File: src/rtl/serial_rca_adder.sv
// serial_rca_adder: bit-serial ripple-carry adder, one bit per clock, LSB first.
// Ports: clk, rst (async high), start, A, B in; busy, done, S, Cout, overflow out.
module serial_rca_adder #(
  parameter  int WIDTH = 4,
  localparam int CNT_W = $clog2(WIDTH+1)
) (
  input  logic             clk,
  input  logic             rst,
  input  logic             start,
  input  logic [WIDTH-1:0] A,
  input  logic [WIDTH-1:0] B,
  output logic             busy,
  output logic             done,
  output logic [WIDTH-1:0] S,
  output logic             Cout,
  output logic             overflow
);

  typedef enum logic [1:0] {
    ST_IDLE,
    ST_RUN,
    ST_DONE
  } state_t;

  state_t           state;
  logic [WIDTH-1:0] a_sr;
  logic [WIDTH-1:0] b_sr;
  logic [WIDTH-1:0] ps;
  logic             cy;
  logic [CNT_W-1:0] cnt;

  logic             a0;
  logic             b0;
  logic             sbit;
  logic             cnext;
  logic             last;
  logic [WIDTH-1:0] ps_next;

  always_comb begin
    a0      = a_sr[0];
    b0      = b_sr[0];
    sbit    = a0 ^ b0 ^ cy;
    cnext   = (a0 & b0) | (a0 & cy) | (b0 & cy);
    last    = (cnt == CNT_W'(WIDTH-1));
    ps_next = {sbit, ps[WIDTH-1:1]};
  end

  always_ff @(posedge clk or posedge rst) begin
    if (rst) begin
      state    <= ST_IDLE;
      a_sr     <= '0;
      b_sr     <= '0;
      ps       <= '0;
      cy       <= 1'b0;
      cnt      <= '0;
      busy     <= 1'b0;
      done     <= 1'b0;
      S        <= '0;
      Cout     <= 1'b0;
      overflow <= 1'b0;
    end else begin
      unique case (state)
        ST_IDLE, ST_DONE: begin
          done <= 1'b0;
          if (start) begin
            a_sr  <= A;
            b_sr  <= B;
            ps    <= '0;
            cy    <= 1'b0;
            cnt   <= '0;
            busy  <= 1'b1;
            state <= ST_RUN;
          end else begin
            busy  <= 1'b0;
            state <= ST_IDLE;
          end
        end
        ST_RUN: begin
          a_sr <= a_sr >> 1;
          b_sr <= b_sr >> 1;
          ps   <= ps_next;
          cy   <= cnext;
          cnt  <= cnt + CNT_W'(1);
          if (last) begin
            // cy here is still the carry into the MSB slice
            S        <= ps_next;
            Cout     <= cnext;
            overflow <= cy ^ cnext;
            busy     <= 1'b0;
            done     <= 1'b1;
            state    <= ST_DONE;
          end
        end
        default: begin
          busy  <= 1'b0;
          done  <= 1'b0;
          state <= ST_IDLE;
        end
      endcase
    end
  end

endmodule

File: config.mk
export PLATFORM = sky130hd
export DESIGN_NAME = serial_rca_adder
export DESIGN_NICKNAME = d
export VERILOG_FILES = /design/src/rtl/serial_rca_adder.sv
export SDC_FILE = /design/constraint.sdc
export NUM_CORES = 1
export LEC_CHECK = 0
export BUFFER_PORTS_ARGS = -buffer_cell sky130_fd_sc_hd__buf_4
export CAP_MARGIN = 15
export CORE_ASPECT_RATIO = 1.75
export CORE_MARGIN = 2
export CORE_UTILIZATION = 48
export DETAILED_ROUTE_END_ITERATION = 8
export HOLD_SLACK_MARGIN = 0.05
export PLACE_DENSITY_LB_ADDON = 0.08
export SYNTH_ARGS = -nofsm -noshare
export SYNTH_HDL_FRONTEND = slang
export SYNTH_SLANG_ARGS = --single-unit
export TNS_END_PERCENT = 20
File: constraint.sdc
create_clock -name clk -period 4.21 [get_ports clk]
set_clock_uncertainty 0.1 [all_clocks]
set_input_delay 0 -clock clk [delete_from_list [all_inputs] [get_ports clk]]
set_output_delay 0 -clock clk [all_outputs]
set_load 0.05 [all_outputs]
# After elaboration in Yosys (flattened, before gate mapping)
# Index checks and enable logic that the tools add are counted.
dict set report totals {
  inputBits 11
  wordCells 48
  reg_bits 26
  output_inout_bits 8
}
dict set report classes {
  mux 18
  n_addsub 1
  reduce_logical 5
  eq_ne 5
  bitwise_logic 8
}
# operator count
set ops {}
lappend ops {{$pmux W4 S2} 3}
lappend ops {{$mux W4} 3}
lappend ops {{$mux W1} 6}
lappend ops {{$pmux W3 S2} 1}
lappend ops {{$ne A2 B2 Y1 const B} 2}
lappend ops {{$pmux W1 S2} 2}
lappend ops {{$pmux W2 S2} 1}
lappend ops {{$reduce_and A2 Y1} 2}
lappend ops {{$add A3 B1 Y3 const B} 1}
lappend ops {{$and A1 B1 Y1} 3}
lappend ops {{$eq A3 B2 Y1 const B} 1}
lappend ops {{$mux W3} 1}
lappend ops {{$xor A1 B1 Y1} 3}
lappend ops {{$eq A2 B1 Y1 const B} 1}
lappend ops {{$eq A2 B2 Y1 const B} 1}
lappend ops {{$logic_not A2 Y1} 1}
lappend ops {{$mux W2} 1}
lappend ops {{$or A1 B1 Y1} 2}
lappend ops {{$reduce_bool A2 Y1} 1}
lappend ops {{$reduce_or A2 Y1} 1}

# Longest topological paths before layout
# Gate-level depths: netlist of run 1.
dict set report depth {
  ltp_word 4
  ltp_mapped 5
}

# Least setup slack after synthesis of run 1
# Ideal clock, no wire load.
dict set report synth_timing {
  path_kind {flip-flop to flip-flop}
  startpoint {register, netlist name done}
  endpoint {register cnt[1]}
  path_slack_ps 2646
  n_path_buf 2
  required_ps 3989
  arrival_time_ps 1343
  stages_incl_launch_ff 5
  cell_sequence {dfrtp_1 -> buf_6 -> and2b_1 -> buf_6 -> a22o_1}
}
# element line_no
set synth_rtl {}
lappend synth_rtl {{end signal, assigned} 83} ;# cnt <= cnt + CNT_W'(1);
lappend synth_rtl {{end, declared} 30} ;# logic [CNT_W-1:0] cnt;

# Final worst setup path of run 1
dict set report layout_timing {
  startpoint {register cnt[0]}
  endpoint {register S[2]}
}
dict set report layout_via {
  elab_chain_cells 2
}
# element line_no
set layout_rtl {}
lappend layout_rtl {{$eq A3 B2 Y1} 44} ;# last = (cnt == CNT_W'(WIDTH-1));
lappend layout_rtl {{$reduce_and A2 Y1 (no line)} --}
lappend layout_rtl {{end signal, assigned} 86} ;# S <= ps_next;
lappend layout_rtl {{end, declared} 14} ;# output logic [WIDTH-1:0] S,
# Every way passes these cells.
# A chain may end at the register's enable or synchronous reset.

==> results of run 1 <==
[kinds of logic after synthesis]
| kind of cell | Yosys count |
|---|---|
| compound gates | 23 |
| flops | 24 |
| mux | 8 |
| buf+inv | 13 |
| simple gates | 25 |
| fa+ha+maj | 3 |
| xor+xnor | 1 |
[sequential cells by signal, summed over array words and instances, names as in the netlist]
register	cells
Cout	1
S	4
a_sr	4
b_sr	4
busy	1
cnt	3
cy	1
done	1
overflow	1
ps	3
state	1
[worst max-delay path by stage]
stage,cells after the start,to,startpoint,slack [ps]
floorplan,4,cnt[1]$_DFFE_PP0P_,done$_DFFE_PP0P_,2650
global placement,4,S[1]$_DFFE_PP0P_,cnt[0]$_DFFE_PP0P_,2720
detailed placement,4,S[2]$_DFFE_PP0P_,cnt[0]$_DFFE_PP0P_,2660
CTS,4,S[2]$_DFFE_PP0P_,cnt[0]$_DFFE_PP0P_,2640
global route,2,state[0]$_DFFE_PP0P_,state[0]$_DFFE_PP0P_,2570
finish,4,S[2]$_DFFE_PP0P_,cnt[0]$_DFFE_PP0P_,2650
[where the power goes]
group | leakage, nW | internal [mW] | total, mW | switching, mW
clock network | 0.0288 | 0.0835 | 0.155 | 0.0711
logic | 0.346 | 0.202 | 0.503 | 0.300
registers | 0.302 | 0.332 | 0.421 | 0.0892
[worst reg2reg max path, delay by kind of cell, from the launching register on]
kind / cells / cell delay (ps)
fa+ha+maj: 2 / 430
flops: 1 / 400
mux: 1 / 350
simple gates: 1 / 160
[final cells by class]
class | count | area [um2]
Inverter | 7 | 26.3
Timing Repair Buffer | 28 | 235
Clock buffer | 4 | 55.1
Multi-Input combinational cell | 60 | 442
Tap cell | 25 | 31.3
Fill cell | 190 | 855
Sequential cell | 24 | 601
[synth_stat cells]
| master | n |
|---|---|
| ha_1 | 2 |
| nand3_1 | 5 |
| nand3b_4 | 1 |
| buf_6 | 2 |
| nor2_1 | 3 |
| a21oi_1 | 2 |
| inv_1 | 7 |
| fa_1 | 1 |
| nor2_8 | 1 |
| nand2b_1 | 3 |
| o21ai_0 | 7 |
| nor2b_1 | 1 |
| a22o_1 | 4 |
| o21ai_1 | 2 |
| nand2_1 | 7 |
| o22ai_1 | 3 |
| o2bb2ai_1 | 1 |
| mux2_1 | 3 |
| a211oi_1 | 1 |
| a22oi_1 | 2 |
| xor2_1 | 1 |
| mux2i_1 | 4 |
| dfrtp_1 | 24 |
| nor3_1 | 2 |
| mux2_2 | 1 |
| buf_2 | 3 |
| buf_4 | 1 |
| and2b_4 | 1 |
| o31ai_1 | 1 |
| and2b_1 | 1 |
[metal layers]
metal | part of all wire [%] | up-vias | wire, um
met1 | 39 | 368 | 817
met2 | 54 | 24 | 1160
met3 | 4.0 | 6 | 85
li1 | - | 387 | -
met5 | 0 | - | 0
met4 | 2.9 | 0 | 61
==> results.cfg, run 1 <==
[synth]
netlist_instances = 97
yosys.area_share.simple_pct = 13.9
muxShareOfSynthArea_pct = 7.64
synthXorXnorAreaFrac_pct = 0.787
syn_avg_cell_area_um2 = 11.5
netlist.area_leader.share_pct = 53.9
synth_nets = 111
yosysSeqAreaShare_pct = 53.9
yosysWarnings = 0
yosys.area.top_type = dfrtp_1
synth_compound_area_share_pct = 13.3
ys_types = 30
synth_fa_ha_area_share_pct = 4.04
synth_top_family_by_area = simple AND/OR/NAND/NOR gates
synth_area_mm2 = 0.00111
ys_ff_latch = 24
synthTopCellsByArea = dfrtp_1 54%, mux2i_1 3.6%, a22o_1 3.1%

[placement]
detailed_place_hpwl_mm = 1.58
placed_cell_area_mm2 = 0.00123
gp_congestion = 0.706
dp_cells = 134
portBuffers = 18
pre_cts_ws_ps = 2660

[clock_tree]
post-cts-setup-buffers = 0
cts_sinks = 24
cts_resized = 0
cts_hold_buffers = 10
tritoncts = done
ctsRootBufferMaster = clkbuf_8
clk_path_buf_depth = 2
htree_levels = 1
clk_pin_slew_ps = 80
insertion_delay_ps = 260
cts_made_buffers = 3

[grt]
grt_max_degree = 25
overflow = 0
first_global_vias = 774
antenna_found_initial = 0
grtUsageMet3_pct = 1.97
gr-usage-met2_pct = 30.4
globalRouteMet1Util_pct = 26.3
track_usage_pct = 19.7
busiest_layer = met2
grt_pass1_wl_mm = 3.57

[setup_path]
cp_top_family = adder cells
end_kind = flip-flop
start_kind = flip-flop
worst-path-max-fanout = 10
critical_path_buf_inv_count = 0
critPathMaxStageDelay_ps = 400
arrival_ps = 1610
path_class = reg2reg
slowest_stage = dfrtp_1
required_ps = 4260
reg2reg_slack_ps = 2650
rr_startpoint = cnt[0]$_DFFE_PP0P_
crit_path_frequent_cell = ha_1
reg2reg_to = S[2]$_DFFE_PP0P_
crit_chain = ha_1, ha_1, nand3b_4, mux2_1
worst_r2r_path_depth = 4

[final_layout]
area_growth_syn_to_layout_pct = 24.8
utilization_pct = 61.9
antenna_cells = 0
nets = 138
instances_no_fill = 148
drive_gt1_share_pct = 21.1
layout_common_cells = 24 x dfrtp_1, 18 x buf_4, 10 x dlygate4sd3_1
layout_commonest_cell = dfrtp_1
stdcell_area_mm2 = 0.00139

[power_and_ir_drop]
power.total_mw = 1.08
ir_worst_vdd_uv = 390
power_density_mw_per_mm2 = 776
p_leak_nw = 0.677

[sta]
min_period_over_period_pct = 37.1
min_period_ps = 1560
finalMaxSlewViolations = 0
rsz0062_at_grt = no
setup_viol = 0
worst_slack_ps = 2650
hold_viol_final = 0
fmax_ghz = 0.640
tightest_slew_ps = 895
whs_ps = 383
setup_tns_ps = 0
slew_headroom_pct = 40.3

[route]
via_count = 785
drt_iter0_drc = 12
ant_nets = 0
routed_via_density = 5.30
routedWlPerCell_um = 14.3
drc_errors = 0
wl_mm = 2.12
dr.pass1.iters = 4

[job]
maxCapViolations = 0

[die]
initial_core_util_pct = 49.6
dieArea_mm2 = 0.00274
rows = 23
die_h_um = 67.7
io_pins = 19
die_w_um = 40.4
core_area_mm2 = 0.00224

[run_status]
outcome = finished clean

[worst_hold_path]
hp-class = in2async
No activity file was read; power rests on OpenSTA's default activity.
==> run 2, diff against run 1 <==
clock period = 1.6 ns   (was 4.21 ns; I/O delays follow)
==> run 2 against run 1 <==
Via count rose by 1.1%; clock power rose to 2.7 times the previous value; worst setup slack got worse by 2600 ps; critical path depth did not move; fmax rose by 2.5%; critical path type unchanged; critical endpoint is now S[0]$_DFFE_PP0P_.
==> results.cfg, run 2 (synthesized netlist as in run 1, its figures left out) <==
[placement]
placed_cell_area_mm2 = 0.00126
pre_cts_ws_ps = 75.3
detailed_place_hpwl_mm = 1.60
dp_cells = 137
gp_congestion = 0.778
portBuffers = 18

[setup_path]
required_ps = 1660
rr_startpoint = cnt[0]$_DFFE_PP0P_
reg2reg_slack_ps = 80
end_kind = flip-flop
worst_r2r_path_depth = 4
arrival_ps = 1580
reg2reg_to = S[0]$_DFFE_PP0P_
path_class = reg2reg
start_kind = flip-flop
worst-path-max-fanout = 8

[sta]
hold_viol_final = 0
tightest_slew_ps = 398
rsz0062_at_grt = no
fmax_ghz = 0.656
min_period_ps = 1520
whs_ps = 223
min_period_over_period_pct = 95.2
setup_viol = 0
slew_headroom_pct = 73.5
finalMaxSlewViolations = 0
setup_tns_ps = 0
worst_slack_ps = 76.1

[clock_tree]
cts_made_buffers = 3
clk_pin_slew_ps = 80
clk_path_buf_depth = 2
insertion_delay_ps = 270
cts_sinks = 24
htree_levels = 1
tritoncts = done
ctsRootBufferMaster = clkbuf_8
cts_resized = 0

[final_layout]
fillerInstances = 193
reg_top3 = S (4), a_sr (4), b_sr (4)
drive_gt1_share_pct = 24.2
layout_common_cells = 24 x dfrtp_1, 23 x buf_4, 10 x dlygate4sd3_1
regArea_um2 = 601
layout_commonest_cell = dfrtp_1
stdcell_area_mm2 = 0.00143
utilization_pct = 63.6
instances_no_fill = 153
area_growth_syn_to_layout_pct = 28.2
multiInputGateArea_um2 = 442
antenna_cells = 0
nets = 143

[grt]
overflow = 0
antenna_found_initial = 0
first_global_vias = 807
grt_max_degree = 25
grt_pass1_wl_mm = 3.71
track_usage_pct = 20.5

[power_and_ir_drop]
p_leak_nw = 0.701
power.total_mw = 2.90
power_density_mw_per_mm2 = 2030
ir_worst_vdd_uv = 1070

[route]
drc_errors = 0
ant_nets = 0
routedWlPerCell_um = 14.6
routed_via_density = 5.19
wl_mm = 2.24
via_count = 794
dr.pass1.iters = 2
drt_iter0_drc = 10

[die]
die_w_um = 40.4
core_area_mm2 = 0.00224
die_h_um = 67.7
rows = 23
io_pins = 19
initial_core_util_pct = 49.6
dieArea_mm2 = 0.00274

[worst_hold_path]
hp-class = in2async

[job]
maxCapViolations = 0

[run_status]
outcome = finished clean
run 2: worst max-delay path: stages (launching register included):
cell and delay [ps]:
dfrtp_1 410, ha_1 200, ha_1 230, nand3b_4 140, mux2_1 330
run 2: area by class of cell:
cell class                      instances  share of cell area, %
Clock buffer                            4                   3.86
Inverter                                7                   1.84
Timing Repair Buffer                   33                   19.1
Tap cell                               25                   2.19
Sequential cell                        24                   42.1
Multi-Input combinational cell         60                   30.9
run 2: per-layer routing:
metal	share of wire [%]	up-vias	wire length (um)	global-route usage [%]
met5	0	-	0	0
met3	2.6	5	59	1.97
met2	54	17	1210	35.1
li1	-	396	-	-
met1	41	376	916	22.6
met4	2.7	0	60	12.5
run 2: what timing repair did:
item                                    in CTS  in global routing
endpoints found under the hold margin       34                  0
hold buffers                                10                  0
setup buffers                                0                  2
endpoints found under the setup margin       0                  1
run 2: how the worst max path moves through the flow:
stage,from,end
final,cnt[0]$_DFFE_PP0P_,S[0]$_DFFE_PP0P_
after global routing,cnt[0]$_DFFE_PP0P_,S[0]$_DFFE_PP0P_
after CTS,cnt[0]$_DFFE_PP0P_,S[0]$_DFFE_PP0P_
after detailed placement,cnt[0]$_DFFE_PP0P_,S[0]$_DFFE_PP0P_
after global placement,cnt[0]$_DFFE_PP0P_,S[1]$_DFFE_PP0P_
after floorplan,done$_DFFE_PP0P_,cnt[1]$_DFFE_PP0P_
run 2: report_power, final:
group	internal (mW)	total [mW]	switching, mW	leakage, nW
sequential	0.875	1.07	0.195	0.302
clock	0.220	0.422	0.202	0.0288
combinational	0.570	1.41	0.837	0.370
